[src/rtl/pad_mux_pkg.sv]
// Shared types and width helpers for the pad ownership scheduler.
// Holds the scheduler state encoding and the default pad owner.
package pad_mux_pkg;

  typedef enum logic [2:0] {
    ST_IDLE    = 3'd0,
    ST_ISOLATE = 3'd1,
    ST_SWITCH  = 3'd2,
    ST_SETTLE  = 3'd3,
    ST_DONE    = 3'd4
  } state_t;

  localparam int DEFAULT_OWNER = 0;

  // Width of an owner select; a single owner still needs one bit.
  function automatic int sel_width(input int n_periph);
    return (n_periph > 1) ? $clog2(n_periph) : 1;
  endfunction

  function automatic int idx_width(input int n_io);
    return (n_io > 1) ? $clog2(n_io) : 1;
  endfunction

endpackage

[src/rtl/pad_mux_xbar.sv]
// Combinational per-pad owner mux and pad-input demux.
// A set force bit parks the pad: output and enable low, input routed to nobody.
module pad_mux_xbar #(
  parameter int N_IO     = 48,
  parameter int N_PERIPH = 4,
  parameter int SW       = 2
) (
  input  logic [N_IO*SW-1:0]       sel_i,
  input  logic [N_IO-1:0]          force_i,
  input  logic [N_PERIPH*N_IO-1:0] periph_out_i,
  input  logic [N_PERIPH*N_IO-1:0] periph_oe_i,
  input  logic [N_IO-1:0]          io_in_i,
  output logic [N_IO-1:0]          io_out_o,
  output logic [N_IO-1:0]          io_oe_o,
  output logic [N_PERIPH*N_IO-1:0] periph_in_o
);

  for (genvar i = 0; i < N_IO; i++) begin : g_pad
    logic [SW-1:0] s;
    logic          out_v;
    logic          oe_v;

    assign s = sel_i[i*SW +: SW];

    always_comb begin
      out_v = 1'b0;
      oe_v  = 1'b0;
      for (int p = 0; p < N_PERIPH; p++) begin
        if (s == SW'(p)) begin
          out_v = periph_out_i[p*N_IO+i];
          oe_v  = periph_oe_i[p*N_IO+i];
        end
      end
    end

    assign io_out_o[i] = out_v & ~force_i[i];
    assign io_oe_o[i]  = oe_v & ~force_i[i];

    for (genvar p = 0; p < N_PERIPH; p++) begin : g_in
      assign periph_in_o[p*N_IO+i] = io_in_i[i] & ~force_i[i] & (s == SW'(p));
    end
  end

endmodule

[src/rtl/pad_mux_sched.sv]
// Pad ownership scheduler: per-pad owner/config registers with break-before-make switching.
// Optional per-pad lock storage is built when PAD_MUX_LOCK_EN is defined.
module pad_mux_sched
  import pad_mux_pkg::*;
#(
  parameter int N_IO        = 48,
  parameter int N_PERIPH    = 4,
  parameter int NBIT_PADCFG = 6,
  parameter int GUARD_CYC   = 2,
  localparam int SW         = sel_width(N_PERIPH),
  localparam int IW         = idx_width(N_IO)
) (
  input  logic                          clk_i,
  input  logic                          rstn_i,
  input  logic [N_PERIPH*N_IO-1:0]      periph_out_i,
  input  logic [N_PERIPH*N_IO-1:0]      periph_oe_i,
  output logic [N_PERIPH*N_IO-1:0]      periph_in_o,
  input  logic [N_IO-1:0]               io_in_i,
  output logic [N_IO-1:0]               io_out_o,
  output logic [N_IO-1:0]               io_oe_o,
  output logic [N_IO*NBIT_PADCFG-1:0]   pad_cfg_o,
  input  logic                          cfg_req_i,
  output logic                          cfg_ready_o,
  input  logic [IW-1:0]                 cfg_idx_i,
  input  logic [SW-1:0]                 cfg_sel_i,
  input  logic [NBIT_PADCFG-1:0]        cfg_padcfg_i,
  input  logic                          cfg_lock_i,
  output logic                          cfg_done_o,
  output logic                          cfg_err_o,
  output state_t                        dbg_state_o
);

  localparam int CW = $clog2(GUARD_CYC + 1);

  // Handshake: a request transfers on a cycle where cfg_req_i and cfg_ready_o
  // are both high; ready is high only in IDLE with no error pulse pending.
  state_t                     state_q, state_d;
  logic [CW-1:0]              cnt_q, cnt_d;
  logic [N_IO*SW-1:0]         sel_q;
  logic [N_IO*NBIT_PADCFG-1:0] pad_cfg_q;
  logic [IW-1:0]              idx_q;
  logic [SW-1:0]              new_sel_q;
  logic [NBIT_PADCFG-1:0]     new_cfg_q;
  logic                       same_q;
  logic                       err_q;
  logic [SW-1:0]              cur_sel;
  logic                       cur_lock;
  logic                       accept;
  logic                       reject;
  logic                       same;
  logic                       force_active;
  logic [N_IO-1:0]            force_mask;

`ifdef PAD_MUX_LOCK_EN
  logic [N_IO-1:0]            lock_q;
  logic                       new_lock_q;
`else
  logic                       unused_lock;
  assign unused_lock = cfg_lock_i;
`endif

  always_comb begin
    cur_sel  = SW'(DEFAULT_OWNER);
    cur_lock = 1'b0;
    for (int i = 0; i < N_IO; i++) begin
      if (cfg_idx_i == IW'(i)) begin
        cur_sel = sel_q[i*SW +: SW];
`ifdef PAD_MUX_LOCK_EN
        cur_lock = lock_q[i];
`endif
      end
    end
  end

  assign cfg_ready_o = (state_q == ST_IDLE) && !err_q;
  assign accept      = cfg_req_i && cfg_ready_o;
  assign reject      = (32'(cfg_idx_i) >= 32'(N_IO)) || cur_lock;
  assign same        = (cur_sel == cfg_sel_i);

  always_comb begin
    state_d = state_q;
    cnt_d   = cnt_q;
    unique case (state_q)
      ST_IDLE: begin
        if (accept && !reject) begin
          if (same) begin
            state_d = ST_SWITCH;
          end else begin
            state_d = ST_ISOLATE;
            cnt_d   = CW'(GUARD_CYC - 1);
          end
        end
      end
      ST_ISOLATE: begin
        if (cnt_q == '0) state_d = ST_SWITCH;
        else             cnt_d   = cnt_q - CW'(1);
      end
      ST_SWITCH: begin
        if (same_q) begin
          state_d = ST_DONE;
        end else begin
          state_d = ST_SETTLE;
          cnt_d   = CW'(GUARD_CYC - 1);
        end
      end
      ST_SETTLE: begin
        if (cnt_q == '0) state_d = ST_DONE;
        else             cnt_d   = cnt_q - CW'(1);
      end
      ST_DONE:  state_d = ST_IDLE;
      default:  state_d = ST_IDLE;
    endcase
  end

  always_ff @(posedge clk_i) begin
    if (!rstn_i) begin
      state_q   <= ST_IDLE;
      cnt_q     <= '0;
      sel_q     <= '0;
      pad_cfg_q <= '0;
      idx_q     <= '0;
      new_sel_q <= '0;
      new_cfg_q <= '0;
      same_q    <= 1'b0;
      err_q     <= 1'b0;
`ifdef PAD_MUX_LOCK_EN
      lock_q     <= '0;
      new_lock_q <= 1'b0;
`endif
    end else begin
      state_q <= state_d;
      cnt_q   <= cnt_d;
      err_q   <= accept && reject;
      if (accept && !reject) begin
        idx_q     <= cfg_idx_i;
        new_sel_q <= cfg_sel_i;
        new_cfg_q <= cfg_padcfg_i;
        same_q    <= same;
`ifdef PAD_MUX_LOCK_EN
        new_lock_q <= cfg_lock_i;
`endif
      end
      if (state_q == ST_SWITCH) begin
        for (int i = 0; i < N_IO; i++) begin
          if (idx_q == IW'(i)) begin
            sel_q[i*SW +: SW]                     <= new_sel_q;
            pad_cfg_q[i*NBIT_PADCFG +: NBIT_PADCFG] <= new_cfg_q;
`ifdef PAD_MUX_LOCK_EN
            lock_q[i] <= lock_q[i] | new_lock_q;
`endif
          end
        end
      end
    end
  end

  // A same-owner update passes through SWITCH without parking the pad.
  assign force_active = (state_q == ST_ISOLATE) || (state_q == ST_SETTLE) ||
                        ((state_q == ST_SWITCH) && !same_q);

  always_comb begin
    force_mask = '0;
    for (int i = 0; i < N_IO; i++) begin
      if (force_active && (idx_q == IW'(i))) force_mask[i] = 1'b1;
    end
  end

  pad_mux_xbar #(
    .N_IO     (N_IO),
    .N_PERIPH (N_PERIPH),
    .SW       (SW)
  ) u_xbar (
    .sel_i        (sel_q),
    .force_i      (force_mask),
    .periph_out_i (periph_out_i),
    .periph_oe_i  (periph_oe_i),
    .io_in_i      (io_in_i),
    .io_out_o     (io_out_o),
    .io_oe_o      (io_oe_o),
    .periph_in_o  (periph_in_o)
  );

  assign pad_cfg_o   = pad_cfg_q;
  assign cfg_done_o  = (state_q == ST_DONE);
  assign cfg_err_o   = err_q;
  assign dbg_state_o = state_q;

endmodule

[config.mk]
export PLATFORM = sky130hd
export DESIGN_NAME = pad_mux_sched
export DESIGN_NICKNAME = d
export VERILOG_FILES = /design/src/rtl/pad_mux_pkg.sv /design/src/rtl/pad_mux_xbar.sv /design/src/rtl/pad_mux_sched.sv
export SDC_FILE = /design/constraint.sdc
export NUM_CORES = 1
export LEC_CHECK = 0
export ABC_AREA = 1
export ABC_CLOCK_PERIOD_IN_PS = 3100
export BUFFER_PORTS_ARGS = -buffer_cell sky130_fd_sc_hd__buf_2
export CORE_AREA = 2 2 405 407
export DETAILED_ROUTE_END_ITERATION = 16
export DIE_AREA = 0 0 407 409
export GPL_TIMING_DRIVEN = 0
export PLACE_DENSITY = 0.31
export SKIP_CTS_REPAIR_TIMING = 1
export SYNTH_ARGS = -nofsm -noshare
export SYNTH_HDL_FRONTEND = slang
export SYNTH_SLANG_ARGS = --single-unit
[constraint.sdc]
create_clock -name clk_i -period 3.1 [get_ports clk_i]
set_clock_uncertainty 0.15 [all_clocks]
set_input_delay 0.155 -clock clk_i [delete_from_list [all_inputs] [get_ports clk_i]]
set_output_delay 0.155 -clock clk_i [all_outputs]
set_load 0.005 [all_outputs]
# --- After elaboration in Yosys (flattened, before gate mapping) ---
# Cells that the tools add are included.
totals:
  ff_bits: 405
  inputBits: 450
classes:
  muxes: 491
  n_lt_le_gt_ge: 1
  n_bitwise: 384
  addsub: 1
  reduce_logical: 162
  eq_ne: 249
op_table:
  columns: ["cell", "count"]
  rows:
  - ["1-bit 2-to-1 mux", 432]
  - ["1-bit bitwise AND", 336]
  - ["2-bit == test, second input constant", 96]
  - ["6-bit by 5-bit == test with 1-bit output, second input constant", 32]
  - ["6-bit == test, second input constant", 32]
  - ["2-bit 2-to-1 mux", 53]
  - ["2-bit zero test", 49]
  - ["2-bit by 1-bit == test with 1-bit output, second input constant", 48]
  - ["6-bit by 4-bit == test with 1-bit output, second input constant", 16]
  - ["2-bit AND reduction", 48]
  - ["1-bit logical AND", 53]
  - ["6-bit by 3-bit == test with 1-bit output, second input constant", 8]
  - ["1-bit inverter", 48]
  - ["6-bit by 2-bit == test with 1-bit output, second input constant", 4]
  - ["6-bit by 1-bit == test with 1-bit output, second input constant", 2]
  - ["6-bit zero test", 2]
  - ["3-bit 2-to-1 mux", 4]
  - ["3-bit one-hot mux with 4 select lines", 1]
  - ["2-bit inequality test, second input constant", 5]
  - ["3-bit by 2-bit == test with 1-bit output, second input constant", 2]
  - ["6-bit >= comparator, second input constant", 1]
  - ["2-bit one-hot mux with 3 select lines", 1]
  - ["5-bit AND reduction", 1]
  - ["3-bit by 1-bit == test with 1-bit output, second input constant", 1]
  - ["other kinds (10)", 13]

# --- Longest topological paths before layout ---
# Gate-level depths: netlist of the first run.
logic_depth:
  ltp_word: 53
  depth_mapped: 40
  depth_no_buf: 40

# --- Hierarchy ---
# From an unflattened synthesis of the first run, not the netlist that was laid out.
unflattened:
  hier_cells: 3390
  hier_area_um2: 20971.4
modules_own_cells:
  columns: ["module", "n_inst", "cells_per_inst", "area_per_inst_um2"]
  rows:
  - ["pad_mux_sched", 1, 2286, 15926.5]
  - ["pad_mux_xbar", 1, 1104, 5044.8]

# --- Worst setup path before layout of the first run ---
# OpenSTA, ideal clock, no wires.
synth_path:
  path_type: "input to register"
  from: "input cfg_idx_i[4]"
  to: "register cnt_q[0]"
  stages: 37
  path_slack_ns: 0.275
  t_arrival_ns: 2.560
  cell_sequence: "nor2_4 > clkinv_1 > buf_6 > nor2_2 > nand2_1 > nand2_1 > nand4_1 > nand2_1 > nand3_1 > nand2_1 > nand2_1 > nand2_1 > nand4_1 > nand2_1 > nand3_1 > nand2_1 > nand2_1 > nand2_1 > nand2_1 > nand2_1 > nand4_1 > nand2_1 > nand4_2 > nor3_2 > nand4_1 > nand2_1 > nand2_1 > nand2_1 > nand3_1 > nand2_1 > nand2_1 > nand2_1 > nand2_1 > nand2_2 > nand3_4 > a21oi_1 > nor2_1"
synth_between:
  elab_chain_len: 52
synth_rtl:
  columns: ["item", "line", "text"]
  rows:
  - ["from (decl)", "pad_mux_sched.sv:24", "input logic [IW-1:0] cfg_idx_i,"]
  - ["6-bit zero test", "pad_mux_sched.sv:66", "if (cfg_idx_i == IW'(i)) begin"]
  - ["2-bit 2-to-1 mux (48 in a row)", "pad_mux_sched.sv:66", null]
  - ["2-bit == test", "pad_mux_sched.sv:78", "assign same = (cur_sel == cfg_sel_i);"]
  - ["2-bit inequality test (no line)", null, null]
  - ["5-bit AND reduction (no line) *", null, null]
  - ["to (signal assigned)", "pad_mux_sched.sv:132", "cnt_q <= cnt_d;"]
  - ["to (decl)", "pad_mux_sched.sv:38", "logic [CW-1:0] cnt_q, cnt_d;"]
# Mark *: on every way between the ends. The rest lies on a longest branch, timed or not.
# A chain may end at the register's enable or synchronous reset.

# --- Worst setup path after layout of the first run ---
layout_path:
  from: "register sel_q[9]"
  to: "register cnt_q[0]"
layout_between:
  elab_chain_len: 47
layout_rtl:
  columns: ["item", "line", "text"]
  rows:
  - ["from (decl)", "pad_mux_sched.sv:39", "logic [N_IO*SW-1:0] sel_q;"]
  - ["from (signal, indexed assignment)", "pad_mux_sched.sv:146", "sel_q[i*SW +: SW] <= new_sel_q;"]
  - ["2-bit 2-to-1 mux (44 in a row)", "pad_mux_sched.sv:66", null]
  - ["2-bit == test", "pad_mux_sched.sv:78", null]
  - ["2-bit inequality test (no line)", null, null]
  - ["5-bit AND reduction (no line)", null, null]
# Every way passes these cells.

==> summary.md, run 1 <==
| Metric | Value |
|---|---|
| Reg2Reg Depth | `32` |
| RSZ-0062 raised after global routing | `true` |
| Ys flop type | `dfxtp_1` |
| Total Power | `16.5 mW` |
| Slew Limit Headroom | `about 17%` |
| WHS | `-0.0425 ns` |
| Syn avg cell area | `just over 6 µm²` |
| Final setup fails | `5` |
| Commonest cells after routing, fill and taps aside | `buf_2 (1031), nor2_1 (940), o21ai_0 (500)` |
| Via count of the routed design | `27.1k` |
| CTS tree | `built` |
| Core area | `approximately 0.16 mm²` |
| Root buffer cell | `clkbuf_16` |
| Largest net degree at the start of global routing | `14` |
| Vias in the first global route | `around 26k` |
| Top cell by count, worst path | `nand2_1` |
| Post-Route WL | `179000 µm` |
| FF-to-FF Start | `sel_q[9]` |
| Crit path largest cell delay | `0.48 ns` |
| Setup slack after layout | `-1.10 ns` |
| Per-cell routed wire length | `26.7 µm` |
| Worst Hold Launch | `cfg_req_i` |
| Fin util | `19.5%` |
| Via/cell ratio | `4.04` |
| CTS max path bufs | `3` |
| Latest clock arrival within the worst-skew pair | `0.65 ns` |
| Compound-Gate Fraction of Synth Area | `18.4%` |
| Placed cells | `around 6.5k` |
| WHS Path Cells | `5` |
| GRT Util Overall | `about a fifth` |
| Main combinational cell family by area after synthesis | `simple AND/OR/NAND/NOR gates` |
| Synth warn | `0` |
| Maximum vdd ir drop | `408 µV` |
| Failing checks | `hold timing, setup timing` |
| Fin crit period | `4.20 ns` |
| Pins Over Slew Limit | `0` |
| Cells after synthesis | `~3.3k` |
| Distinct cells, synth | `31` |
| Post-synth top area share | `39.3%` |
| Multiplexer area fraction after synthesis | `0%` |
| H-tree levels | `2` |
| Xor/xnor share of the synthesized area | `0%` |
| Horiz. Die Dim | `about 410 µm` |
| PortBufs | `1029` |
| Number of flops mapped to enable cells by yosys | `0` |
| Final cycle utilization of the critical path | `136%` |
| Worst Path Arrival | `4.59 ns` |
| Post-synth top area cell | `dfxtp_1` |
| Maxcap violations | `0` |
| Layout area overhead | `53.2%` |
| Status | `complete, but fails checks` |
| Final Hold Vio Count | `2` |
| Syn Std Cell Area | `0.0206 mm²` |
| First-iteration detailed-routing DRC count | `1484` |
| Synth area leaders | `dfxtp_1 (39%), nor2_1 (18%), o21ai_0 (12%)` |
| Top Ports | `1032` |
| FFs w/ async S/R, synth | `0%` |
| Final cell count without fillers | `6690` |
| Die area | `0.166 mm²` |
| Row Count | `about 150` |
| Final net count | `4900` |
| Post-route DRC | `0` |
| Hold WC Path Type | `in -> reg` |
| Area share of fa/ha/maj cells after synthesis | `less than 1%` |
| Syn Nets | `3763` |
| GR Overflow Total | `0` |
| Pwr/cell area | `521 mW/mm²` |
| Number of antenna-violating nets in the routed design | `0` |
| Slew at the pin closest to its max-slew limit | `between 1 and 1.5 ns` |
| First-pass GRT wire length | `approximately 230000 µm` |
| Starting Density | `12.7%` |
| HPWL Detailed | `151000 µm` |
| Crit path from | `sel_q[9]` |
| Worst R2R Setup Slack | `-1.10 ns` |
| CP Launch Type | `register` |
| Most common cell after layout, fill and taps aside | `buf_2` |
| Critical-path top delay cell | `dfxtp_1` |
| Clk sinks | `405` |
| Flops & latches, synth | `405` |
| Clock slew at reported path FFs | `0.06 ns` |
| Simple-Gate Fraction of Synth Area | `between 30 and 40%` |
| Fmax | `around 0.24 GHz` |
| Hold worst-path end | `idx_q[5]` |
| Layout cells sized above 1 | `a little under a third` |
| CTS buffer count | `56` |
| Setup Crit Path Kind | `reg -> reg` |
| TritonRoute pass-1 iters | `8` |
| Sum Neg Setup Slack | `-5.33 ns` |
| Initial antenna violation count | `81` |
| Crit end category | `register` |
| Worst r2r dst | `cnt_q[0]` |
| Final GP Congestion | `~0.91` |
| Sequential share of the synthesized area | `39.3%` |
| Die Y | `409 µm` |
| Maximum fanout along the worst path | `7` |
| Pleak | `14.6 nW` |
| Critical Path RT | `3.49 ns` |
[registers in the layout, summed over array words and instances (netlist names), 2 cells and up]
name	flops
new_sel_q	2
idx_q	6
pad_cfg_o	288
sel_q	96
cnt_q	2
new_cfg_q	6
dbg_state_o	3
[cell families after synthesis]
| logic type | count (synthesis) |
|---|---|
| AND/OR/NAND/NOR | 1690 |
| AO/OA/AOI/OAI | 719 |
| buffers and inverters | 497 |
| flip-flops | 405 |
| adder cells (fa/ha/maj) | 1 |
[worst max-delay path, delay by kind of cell (launching register included)]
family | cells | cell delay [ns]
flip-flops | 1 | 0.48
buffers and inverters | 1 | 0.07
AND/OR/NAND/NOR | 30 | 3.26
AO/OA/AOI/OAI | 1 | 0.15
[cell usage after synthesis (2+ instances only)]
library cell	count
nand2_1	444
nand2_2	3
nor3_1	6
buf_1	3
nand3_1	183
clkbuf_1	149
dfxtp_1	405
o21ai_0	501
nor2_4	2
o211ai_1	48
inv_2	5
nor2_1	966
o22ai_1	49
inv_1	334
o32ai_1	2
nor2_2	9
a21oi_1	114
clkinv_1	3
a31oi_1	3
or2_2	53
nand4_1	20
[stage by stage]
| stage | instance area (µm²) | hold slack (ns) | setup slack, ns |
|---|---|---|---|
| final | 31600 | -0.0425 | -1.10 |
| after global routing | 31600 | 0.0189 | -1.43 |
| after CTS | 30500 | -0.421 | -1.96 |
| after detailed placement | 28700 | 0.293 | -1.89 |
| after global placement | 28500 | 0.289 | -1.97 |
| after floorplan | 20600 | 0.148 | 0.275 |
[cell type report]
type                    instances  area (µm²)
repair buffers               1079        5740
multi-input cells            2410       11200
inverters                     342        1290
clock inverters                11         119
diodes                         27        67.6
flip-flops and latches        405        8140
well taps                    2175        2720
fillers                     19000      130000
clock buffers                  86        1700
plain buffers                 155         686
[worst max-delay path by stage]
stage / end / depth (start not counted)
global route: cnt_q[0] / 35
floorplan: cnt_q[0] / 37
CTS: periph_in_o[79] / 11
finish: cnt_q[0] / 32
global placement: cnt_q[1] / 36
detailed placement: cnt_q[1] / 36
[per-layer routing]
metal / vias up / part of all wire [%] / track usage, %
met2: 1021 / 49 / 35.6
met4: 26 / 2.5 / 6.15
met3: 242 / 6.6 / 4.75
met1: 12800 / 42 / 24.8
li1: 13000 / - / -
met5: - / 0.092 / 0.234
[power breakdown]
part	total, mW	internal, mW	switching, mW
clock network	6.62	3.88	2.74
logic	4.24	1.26	2.98
registers	5.61	5.34	0.264
(Power assumes the default switching activity.)
==> inputs of run 2 (changes only) <==
RECOVER_POWER = 25   (was unset)
==> run 2 against run 1 <==
  * The run still ends with hold timing, setup timing left
  * Clock-buffer cell count unchanged
  * Non-clock buffer count unchanged
  * First-iteration DRC count up 6.1%
  * Register-to-register slack about the same
  * Combinational power about the same
  * Die area unchanged
  * Clock power about the same
  * Via count about the same
==> summary.md, run 2 (same netlist as run 1, synthesis figures left out) <==
| Metric | Value |
|---|---|
| Top cell by count, worst path | `nand2_1` |
| Post-route DRC | `0` |
| HPWL Detailed | `~150000 µm` |
| Final cell count without fillers | `~6.7k` |
| First-pass GRT wire length | `230000 µm` |
| Pleak | `13.6 nW` |
| Grt met3 use | `4.75%` |
| Commonest cells after routing, fill and taps aside | `nor2_1 (940), buf_2 (800), o21ai_0 (500)` |
| CTS tree | `built` |
| Horiz. Die Dim | `407 µm` |
| Via/cell ratio | `4.04` |
| Slew at the pin closest to its max-slew limit | `1.29 ns` |
| Die area | `0.166 mm²` |
| Via count of the routed design | `approximately 27k` |
| First-iteration detailed-routing DRC count | `1574` |
| TritonRoute pass-1 iters | `6` |
| Status | `complete, but fails checks` |
| Top Ports | `roughly 1.0k` |
| GR Overflow Total | `0` |
| Final Hold Vio Count | `2` |
| Maximum vdd ir drop | `409 µV` |
| Clock slew at reported path FFs | `0.06 ns` |
| Latest clock arrival within the worst-skew pair | `0.65 ns` |
| GR Layer Usage met1 | `24.8%` |
| Maxcap violations | `0` |
| Final net count | `about 4.9k` |
| Reg2Reg Depth | `32` |
| GRT Util Overall | `20.5%` |
| Setup slack after layout | `-1.12 ns` |
| CTS buffer count | `between 50 and 60` |
| Pins Over Slew Limit | `0` |
| Failing checks | `hold timing, setup timing` |
| Placed cells | `6526` |
| Core area | `0.162 mm²` |
| Layout cells sized above 1 | `24.9%` |
| Largest register FFs | `288` |
| Largest net degree at the start of global routing | `14` |
| Setup Crit Path Kind | `reg -> reg` |
| Fin util | `19.3%` |
| Critical-path top delay cell | `dfxtp_1` |
| Post-Route WL | `179000 µm` |
| WHS | `-0.0386 ns` |
| Number of antenna-violating nets in the routed design | `0` |
| Gr busiest metal | `met2` |
| Row Count | `148` |
| Final setup fails | `5` |
| Final GP Congestion | `0.913` |
| CP Launch Type | `register` |
| Fmax | `0.237 GHz` |
| Initial antenna violation count | `81` |
| Vias in the first global route | `26.0k` |
| Crit end category | `register` |
| PortBufs | `a little over 1k` |
| Root buffer cell | `clkbuf_16` |
| CTS max path bufs | `3` |
| Maximum fanout along the worst path | `7` |
| Starting Density | `approximately an eighth` |
| Fin crit period | `about 4.2 ns` |
| Fill cell count | `19.0k` |
| RSZ-0062 raised after global routing | `true` |
| WHS Path Cells | `5` |
| Die Y | `a little over 400 µm` |
| Total Power | `16.5 mW` |
| Hold WC Path Type | `in -> reg` |
| Final cycle utilization of the critical path | `136%` |
| H-tree levels | `2` |
| Per-cell routed wire length | `26.7 µm` |
| Layout area overhead | `51.8%` |
| Pwr/cell area | `526 mW/mm²` |
| Slew Limit Headroom | `13.8%` |
| Clk sinks | `405` |
| Crit path largest cell delay | `0.47 ns` |
| Most common cell after layout, fill and taps aside | `nor2_1` |
| Worst Path Arrival | `4.60 ns` |
| Critical Path RT | `3.49 ns` |
| Met2 Use GR | `35.6%` |
run 2: worst max-delay path: cells and delay by family, from the launching register on:
kind	cells	cell delay (ns)
AO/OA/AOI/OAI	1	0.15
buffers and inverters	1	0.07
flip-flops	1	0.47
AND/OR/NAND/NOR	30	3.26
run 2: where the power goes:
group | total, mW | internal (mW) | switching, mW | leakage [nW]
combinational | 4.24 | 1.25 | 2.99 | 9.44
sequential | 5.61 | 5.34 | 0.268 | 3.27
clock | 6.62 | 3.88 | 2.74 | 0.882
total | 16.5 | 10.5 | 5.99 | 13.6
run 2: final cells by class:
type | count | area, µm² | share of cell area, %
multi-input combinational | 2410 | 11200 | 35.6
sequential | 405 | 8140 | 26.0
timing repair buffer | 1079 | 5450 | 17.4
tap | 2175 | 2720 | 8.69
clock buffer | 86 | 1700 | 5.41
inverter | 342 | 1290 | 4.12
buffer | 155 | 686 | 2.19
clock inverter | 11 | 119 | 0.379
antenna | 30 | 75.1 | 0.240
run 2: through the flow:
stage               cell area [µm²]  hold WS [ns]  setup TNS [ns]  worst slack (ns)
finish                        31300       -0.0386           -5.38             -1.12
global route                  31300        0.0189           -6.92             -1.43
CTS                           30500        -0.421         -450.20             -1.96
detailed placement            28700         0.293         -253.59             -1.89
global placement              28500         0.289         -377.99             -1.97
floorplan                     20600         0.148               0             0.275
run 2: path summary, 6_finish.rpt:
check           startpoint       endpoint  slack (ns)
min              cfg_req_i       idx_q[5]       -0.04
min reg2reg  pad_cfg_o[17]  pad_cfg_o[17]        0.32
max               sel_q[9]       cnt_q[0]       -1.12
max reg2reg       sel_q[9]       cnt_q[0]       -1.12
run 2: metal layers:
layer	part of all wire (%)	wire length [µm]
met1	42	75000
met2	49	88300
met3	6.2	11200
met4	2.4	4340
met5	0.092	164
==> inputs of run 3 (changes only) <==
CORE_AREA = 5 5 395 397   (was 2 2 405 407)
DIE_AREA = 0 0 400 402   (was 0 0 407 409)
PLACE_DENSITY = 0.32   (was 0.31)
==> run 3 against run 2 <==
  * Utilization up 1.1 points
  * Largest cell class unchanged
  * The flow finishes with violations (setup timing)
  * Register-to-register slack worse by 0.10 ns
  * Non-clock buffer count down 16
  * Highest routed layer unchanged
  * Clock power up 0.6%
==> summary.md, run 3 (same netlist as run 1, synthesis figures left out) <==
| Metric | Value |
|---|---|
| CTS buffer count | `56` |
| Final cycle utilization of the critical path | `139%` |
| Top cell by count, worst path | `nand4_1` |
| Pwr/cell area | `526 mW/mm²` |
| Maximum vdd ir drop | `368 µV` |
| Starting Density | `13.6%` |
| Post-Route WL | `177000 µm` |
| Row Count | `approximately 140` |
| Worst R2R Setup Slack | `-1.22 ns` |
| Pleak | `13.5 nW` |
| PortBufs | `1029` |
| Fmax | `0.232 GHz` |
| Worst Hold Launch | `cfg_padcfg_i[1]` |
| Layout cells sized above 1 | `24.7%` |
| Fill cell count | `17.9k` |
| Via count of the routed design | `26.6k` |
| Maximum fanout along the worst path | `6` |
| Total Power | `~16 mW` |
| Reg2Reg Depth | `34` |
| Final setup fails | `5` |
| Critical Path RT | `3.48 ns` |
| Number of antenna-violating nets in the routed design | `0` |
| Layout area overhead | `50.2%` |
| Die Y | `402 µm` |
| First-pass GRT wire length | `231000 µm` |
| CTS max path bufs | `3` |
| Slew at the pin closest to its max-slew limit | `around 1.3 ns` |
| Crit path largest cell delay | `0.36 ns` |
| First-iteration detailed-routing DRC count | `1918` |
| RSZ-0062 raised after global routing | `true` |
| Slew Limit Headroom | `about 14%` |
| CP Launch Type | `register` |
| Multi-input logic area | `between 0.01 and 0.015 mm²` |
| GR Overflow Total | `0` |
| Per-cell routed wire length | `27.1 µm` |
| Post-route DRC | `0` |
| TritonRoute pass-1 iters | `5` |
| Root buffer cell | `clkbuf_16` |
| Worst Setup EP | `cnt_q[0]` |
| FF+latch area | `0.00813 mm²` |
| Final Hold Vio Count | `0` |
| Horiz. Die Dim | `400 µm` |
| FF-to-FF Start | `sel_q[1]` |
| HPWL Detailed | `150000 µm` |
| Worst r2r dst | `cnt_q[0]` |
| Largest net degree at the start of global routing | `14` |
| Most common cell after layout, fill and taps aside | `nor2_1` |
| H-tree levels | `2` |
| Dpl cell area | `0.0285 mm²` |
| Vias in the first global route | `26.4k` |
| Largest register FFs | `288` |
| Fin util | `between 20% and 30%` |
| Pins Over Slew Limit | `0` |
| Setup Crit Path Kind | `reg -> reg` |
| GRT Util Overall | `20.9%` |
| Die area | `0.161 mm²` |
| Commonest cells after routing, fill and taps aside | `nor2_1 (941), buf_2 (792), o21ai_0 (501)` |
| Critical-path top delay cell | `dfxtp_4` |
| Crit end category | `register` |
| Final GP Congestion | `~0.89` |
| Via/cell ratio | `4.08` |
| Latest clock arrival within the worst-skew pair | `0.63 ns` |
| Failing checks | `setup timing` |
| Clock slew at reported path FFs | `around 0.060 ns` |
| Finished Cell Area | `0.0310 mm²` |
| Status | `complete, but fails checks` |
| Initial antenna violation count | `61` |
| Fin crit period | `4.32 ns` |
| Setup slack after layout | `-1.22 ns` |
| Core area | `0.152 mm²` |
| Final net count | `4884` |
| Worst Path Arrival | `4.69 ns` |
| CTS tree | `built` |
| Maxcap violations | `0` |
| Top Ports | `1032` |
| Clk sinks | `405` |
| Crit path from | `sel_q[1]` |
| Hold WC Path Type | `in -> reg` |
[run 3: cell types whose count changed in the layout (fill, tap and decap cells not counted), sizes merged]
cell | previous run | this run
bufinv | 2 | 4
clkinvlp | 5 | 2
clkinv | 6 | 13
diode | 30 | 18
clkbuf | 460 | 462
buf | 843 | 822
[run 3: how the worst min path moves through the flow]
stage,endpoint,slack (ns),depth (start not counted)
after floorplan,cfg_err_o,0.15,2
after global placement,new_cfg_q[0],0.27,3
after detailed placement,new_cfg_q[1],0.27,3
after CTS,new_cfg_q[1],-0.44,3
after global routing,idx_q[3],0.23,4
final,new_cfg_q[1],0.24,4
[run 3: metrics by stage]
stage | instances | TNS (ns) | setup WS [ns] | hold slack, ns
after floorplan | 3312 | 0 | 0.275 | 0.148
after global placement | 6371 | -390.35 | -2.50 | 0.267
after detailed placement | 6379 | -220.03 | -2.47 | 0.266
after CTS | 6479 | -423.76 | -1.86 | -0.444
after global routing | 6509 | -7.58 | -1.56 | 0.231
final | 6523 | -5.86 | -1.22 | 0.241
[run 3: per-layer routing]
layer / vias up / GRT usage [%] / routed length, µm
li1: 12900 / - / -
met1: 12600 / 26.2 / 75000
met2: 900 / 37.2 / 87500
met3: 180 / 4.31 / 10700
met4: 20 / 3.57 / 3250
met5: - / 0 / 119
[run 3: report_power, final]
part           leakage [nW]  switching (mW)  total [mW]  internal [mW]
Sequential             3.27           0.249        5.59           5.34
Clock                 0.910            2.69        6.66           3.97
Combinational          9.29            2.94        4.04           1.11
Total                  13.5            5.87        16.3           10.4
[run 3: critical path: cells and delay by family (launching register included)]
family	cells	cell delay [ns]
simple gates	32	3.46
compound gates	1	0.17
flops	1	0.36
buf+inv	1	0.08
[run 3: cell type report]
class | count | share of cell area, %
Buffer | 155 | 2.35
Tap cell | 2030 | 8.19
Sequential cell | 405 | 26.2
Timing Repair Buffer | 1063 | 16.8
Inverter | 342 | 4.16
Clock inverter | 17 | 0.642
Clock buffer | 83 | 5.30
Antenna cell | 18 | 0.145
Multi-Input combinational cell | 2410 | 36.2
